<file path="src/rtl/prog_counter.sv">
// Runtime-programmable modulus counter with sync clear/load, one-shot halt and
// a run-time modulus register. Define PCNT_DOWN_EN to add the DIR port and down-counting.
module prog_counter #(
  parameter int WIDTH       = 8,
  parameter int DEFAULT_MOD = 16
) (
  input  logic             CLK,
  input  logic             RST_n,
  input  logic             ENABLE,
  input  logic             CLR,
  input  logic             LOAD,
  input  logic [WIDTH-1:0] LOAD_VAL,
  input  logic             MOD_WE,
  input  logic [WIDTH-1:0] MOD_VAL,
  input  logic             ONESHOT,
`ifdef PCNT_DOWN_EN
  input  logic             DIR,
`endif
  output logic [WIDTH-1:0] COUNT,
  output logic [WIDTH-1:0] MODULUS,
  output logic             TC,
  output logic             DONE
);

  // DEFAULT_MOD = 2^WIDTH truncates to 0; M-1 then wraps to all-ones, which is
  // exactly the full-range terminal value.
  localparam logic [WIDTH-1:0] RST_MOD = WIDTH'(DEFAULT_MOD);

  typedef enum logic {ST_RUN, ST_HALT} state_t;

  state_t           state_q, state_d;
  logic [WIDTH-1:0] count_q, count_d;
  logic [WIDTH-1:0] mod_q,   mod_d;
  logic             done_q,  done_d;

  logic [WIDTH-1:0] mod_m1;
  logic             terminal;
  logic [WIDTH-1:0] step_val;
  logic             tc;

  assign mod_m1 = mod_q - WIDTH'(1);

  // Next value of an enabled step and whether that step is the terminal one.
  always_comb begin
    terminal = 1'b0;
    step_val = count_q;
`ifdef PCNT_DOWN_EN
    if (DIR) begin
      terminal = (count_q == '0);
      if (terminal || (count_q > mod_m1)) step_val = mod_m1;
      else                                step_val = count_q - WIDTH'(1);
    end else
`endif
    begin
      // >= also recovers a count stranded above a freshly shrunk modulus
      terminal = (count_q >= mod_m1);
      step_val = terminal ? '0 : count_q + WIDTH'(1);
    end
  end

  always_comb begin
    state_d = state_q;
    count_d = count_q;
    mod_d   = mod_q;
    done_d  = done_q;
    tc      = 1'b0;

    if (MOD_WE && (MOD_VAL != '0)) mod_d = MOD_VAL;

    if (CLR) begin
      count_d = '0;
      state_d = ST_RUN;
      done_d  = 1'b0;
    end else if (LOAD) begin
      count_d = (LOAD_VAL > mod_m1) ? mod_m1 : LOAD_VAL;
      state_d = ST_RUN;
      done_d  = 1'b0;
    end else if (ENABLE && (state_q == ST_RUN)) begin
      count_d = step_val;
      tc      = terminal;
      if (terminal && ONESHOT) begin
        state_d = ST_HALT;
        done_d  = 1'b1;
      end
    end
  end

  always_ff @(posedge CLK or negedge RST_n) begin
    if (!RST_n) begin
      state_q <= ST_RUN;
      count_q <= '0;
      mod_q   <= RST_MOD;
      done_q  <= 1'b0;
    end else begin
      state_q <= state_d;
      count_q <= count_d;
      mod_q   <= mod_d;
      done_q  <= done_d;
    end
  end

  assign COUNT   = count_q;
  assign MODULUS = mod_q;
  assign TC      = tc;
  assign DONE    = done_q;

endmodule

</file>
<file path="config.mk">
export PLATFORM = sky130hd
export DESIGN_NAME = prog_counter
export DESIGN_NICKNAME = d
export VERILOG_FILES = /design/src/rtl/prog_counter.sv
export SDC_FILE = /design/constraint.sdc
export NUM_CORES = 1
export LEC_CHECK = 0
export ABC_AREA = 1
export CELL_PAD_IN_SITES_DETAIL_PLACEMENT = 1
export CELL_PAD_IN_SITES_GLOBAL_PLACEMENT = 1
export CORE_ASPECT_RATIO = 1.1
export CORE_MARGIN = 4
export CORE_UTILIZATION = 34
export CTS_CLUSTER_DIAMETER = 30
export DETAILED_ROUTE_END_ITERATION = 8
export GPL_ROUTABILITY_DRIVEN = 0
export PLACE_DENSITY_LB_ADDON = 0.12
export SLEW_MARGIN = 20
export SYNTH_ARGS = -nofsm -noshare
export SYNTH_HDL_FRONTEND = slang
export SYNTH_SLANG_ARGS = --single-unit
</file>
<file path="constraint.sdc">
create_clock -name CLK -period 2.9 [get_ports CLK]
set_clock_uncertainty 0.05 [all_clocks]
set_input_delay 0.29 -clock CLK [delete_from_list [all_inputs] [get_ports CLK]]
set_output_delay 0.29 -clock CLK [all_outputs]
set_load 0.005 [all_outputs]
</file>
==> flow_summary.yaml <==
final_layout:
  antennaDiodeCount: 0
  drive_gt1_share_pct: 8.16
  multi_input_area_um2: 982
  fin_nets: 330
  seq_area_um2: 427
  area_growth_pct: 34.6
  fillers: 611
clock_tree:
  clock_sinks: 17
  clockBufferDepth: 2
  postCtsHoldBufs: 0
  cts_tree: "built"
  htreeDepth: 1
  clock_tree.root_cell: "clkbuf_8"
  cts_buffers: 3
  clk_pin_slew_ns: 0.07
  worstSkewPairLatency_ns: 0.25
synthesis:
  synthFlopType: "dfrtp_1"
  async_reset_ff_share_pct: 100
  syn_avg_cell_area_um2: 6.41
  synth_edf_count: 0
  syn-num-nets: 282
  synth_cell_types: 22
  synth_seq_area_share_pct: 27.0
  yosysMostFrequentCell: "nand2_1"
  ys_ff_latch: 17
  synth_top_area_share_pct: 25.3
  yosys-top-cells-area: "dfrtp_1 25%, nand2_1 18%, nand3_1 12%"
  synth_top_area_cell: "dfrtp_1"
  synth.cells.most_frequent: "78 x nand2_1, 45 x inv_1, 37 x nand3_1"
  synthCells: 247
  netlist_area_um2: 1580
  ys.warnings.count: 0
placement:
  numPortBuffers: 40
  dpl.hpwl_um: 3650
worst_setup_path:
  cp_max_fo: 6
  crit_arrival_ns: 2.29
  crit_path_top_delay_cell: "dfrtp_1"
  crit_path_end_kind: "output port"
  cp.required_ns: 2.56
  worstSetupStartpointType: "flop"
  crit_path_frequent_cell: "nand2_1"
  crit_chain: "nor2_1 > nand2_2 > xor2_1 > ha_1 > nand2_1 > nand2_1 > nand2_1 > nand2_1 > nand2_2 > nand2_2 > nand2_1 > nor2_1 > dlygate4sd2_1"
  cp_slowest_stage_delay_ns: 0.47
  crit_type: "flop to output port"
route:
  wirelength_um: 4470
  drt_first_pass_iters: 4
  routed-via-count: 1650
  ant_nets: 0
  post_drt_via_cell_ratio: 4.74
  drc_errors: 0
  wl_per_cell_um: 12.8
  first_iter_violations: 34
floorplanning:
  die-area_um2: 5810
  start_util_pct: 35.9
  die_h_um: 79.6
  row_count: 25
  core_um2: 4410
  io_pins: 41
  die_x_um: 73.1
global_route:
  antenna_found_initial: 0
  grt_usage_pct: 17.2
  grt_pass1_vias: 1731
  grt_max_degree: 18
  grt_pass1_wl_um: 8000
  grt-ovfl-total: 0
power:
  max-vdd-ir-drop_v: 0.000152
  power_leakage_uw: 0.00112
  finalPower_uw: 862
  p_per_area_nw_per_um2: 404
sta:
  clock.fmax_mhz: 380
  min_period_ns: 2.63
  setup_violations: 0
  min_period_over_period_pct: 90.8
  hold_viol_final: 0
  holdWs_ns: 0.465
  relSlewSlack_pct: 41.1
  setup_tns_ns: 0
  rsz0062_at_grt: "no"
  worst_slew_pin_slew_ns: 0.881
  maxSlewViolCount: 0
status:
  status: "finished, final reports clean"
job:
  drv_cap: 0
worst_hold_path:
  min_path_type: "flop to flop"
## metal layers
metal | share of wire (%) | GRT usage, % | up-vias
met5 | 0 | 0 | -
met2 | 47 | 29.4 | 23
met4 | 0.65 | 3.87 | 0
met3 | 3.1 | 1.89 | 2
li1 | - | - | 868
met1 | 49 | 22.9 | 757
## cell type report
cell class	instances	area share, %
clock buffers	4	2.11
inverters	46	8.10
multi-input cells	182	46.1
well taps	54	3.17
repair buffers	45	20.5
flip-flops and latches	17	20.0
## logic make-up (layout without fill, tap and decap cells)
family / count (synthesis) / after routing / share of synthesized area (%)
AO/OA/AOI/OAI: 14 / 14 / 4.59
XOR/XNOR: 7 / 7 / 3.87
adder cells (fa/ha/maj): 12 / 12 / 9.49
buffers and inverters: 48 / 95 / 11.5
flip-flops: 17 / 17 / 27.0
AND/OR/NAND/NOR: 149 / 149 / 43.6
## metrics by stage
step	area (um^2)	utilization, %	worst slack (ns)	cells
after CTS	2120	48.1	0.176	347
after global placement	2070	47.0	0.289	343
after detailed placement	2070	47.0	0.200	343
after floorplan	1580	-	0.694	247
final	2130	48.3	0.267	348
after global routing	2130	48.3	0.00939	348
## critical path: cells and delay by family (launching register included)
kind                     cells  cell delay [ns]
flip-flops                   1             0.47
XOR/XNOR                     1             0.27
buffers and inverters        1             0.26
adder cells (fa/ha/maj)      1             0.29
AND/OR/NAND/NOR             10             0.75
## final timing paths
| check | start | endpoint | slack [ns] | depth (start not counted) |
|---|---|---|---|---|
| max | MODULUS[2]$_DFFE_PN0P_ | TC | 0.27 | 13 |
| min | COUNT[7]$_DFFE_PN0P_ | COUNT[7]$_DFFE_PN0P_ | 0.46 | 2 |
| max reg2reg | MODULUS[2]$_DFFE_PN0P_ | COUNT[3]$_DFFE_PN0P_ | 0.38 | 17 |
| min reg2reg | COUNT[7]$_DFFE_PN0P_ | COUNT[7]$_DFFE_PN0P_ | 0.46 | 2 |
| max in group asynchronous | RST_n | MODULUS[7]$_DFFE_PN0P_ | 1.78 | 1 |
| min in group asynchronous | RST_n | COUNT[1]$_DFFE_PN0P_ | 0.49 | 1 |
## power by group
part / internal [uW] / total, uW / switching [uW]
Sequential: 262 / 298 / 36.3
Combinational: 176 / 379 / 204
Clock: 97.5 / 184 / 86.6
## sequential cells by signal, summed over array words and instances, names as in the netlist
signal / flops
MODULUS: 8
COUNT: 8
DONE: 1
## timing repair
| action | CTS | global route |
|---|---|---|
| endpoints found under the setup margin | 1 | 1 |
| pin swaps | 0 | 1 |
| gates resized for setup | 2 | 1 |
| buffers inserted | 0 | 1 |
## layout by cell type (no fill, tap or decap)
master / synthesis / layout
clkbuf_8: 0 / 3
nand2_4: 2 / 2
dfstp_2: 1 / 1
nor2_2: 2 / 2
dlygate4sd2_1: 0 / 1
nand2_2: 6 / 6
nor2_1: 12 / 11
nand4_1: 5 / 5
o21ai_0: 10 / 10
nand2_1: 78 / 78
a21oi_1: 1 / 1
inv_1: 45 / 45
xnor2_1: 1 / 1
buf_4: 0 / 5
nand3_1: 37 / 37
dfrtp_1: 16 / 16
o31ai_1: 1 / 1
o21ai_1: 2 / 2
xor2_1: 6 / 6
nor2_4: 3 / 4
ha_1: 12 / 12
clkbuf_1: 1 / 1
inv_2: 1 / 1
nand3b_1: 4 / 4
clkdlybuf4s50_1: 0 / 39
No activity file was read; power rests on OpenSTA's default activity.
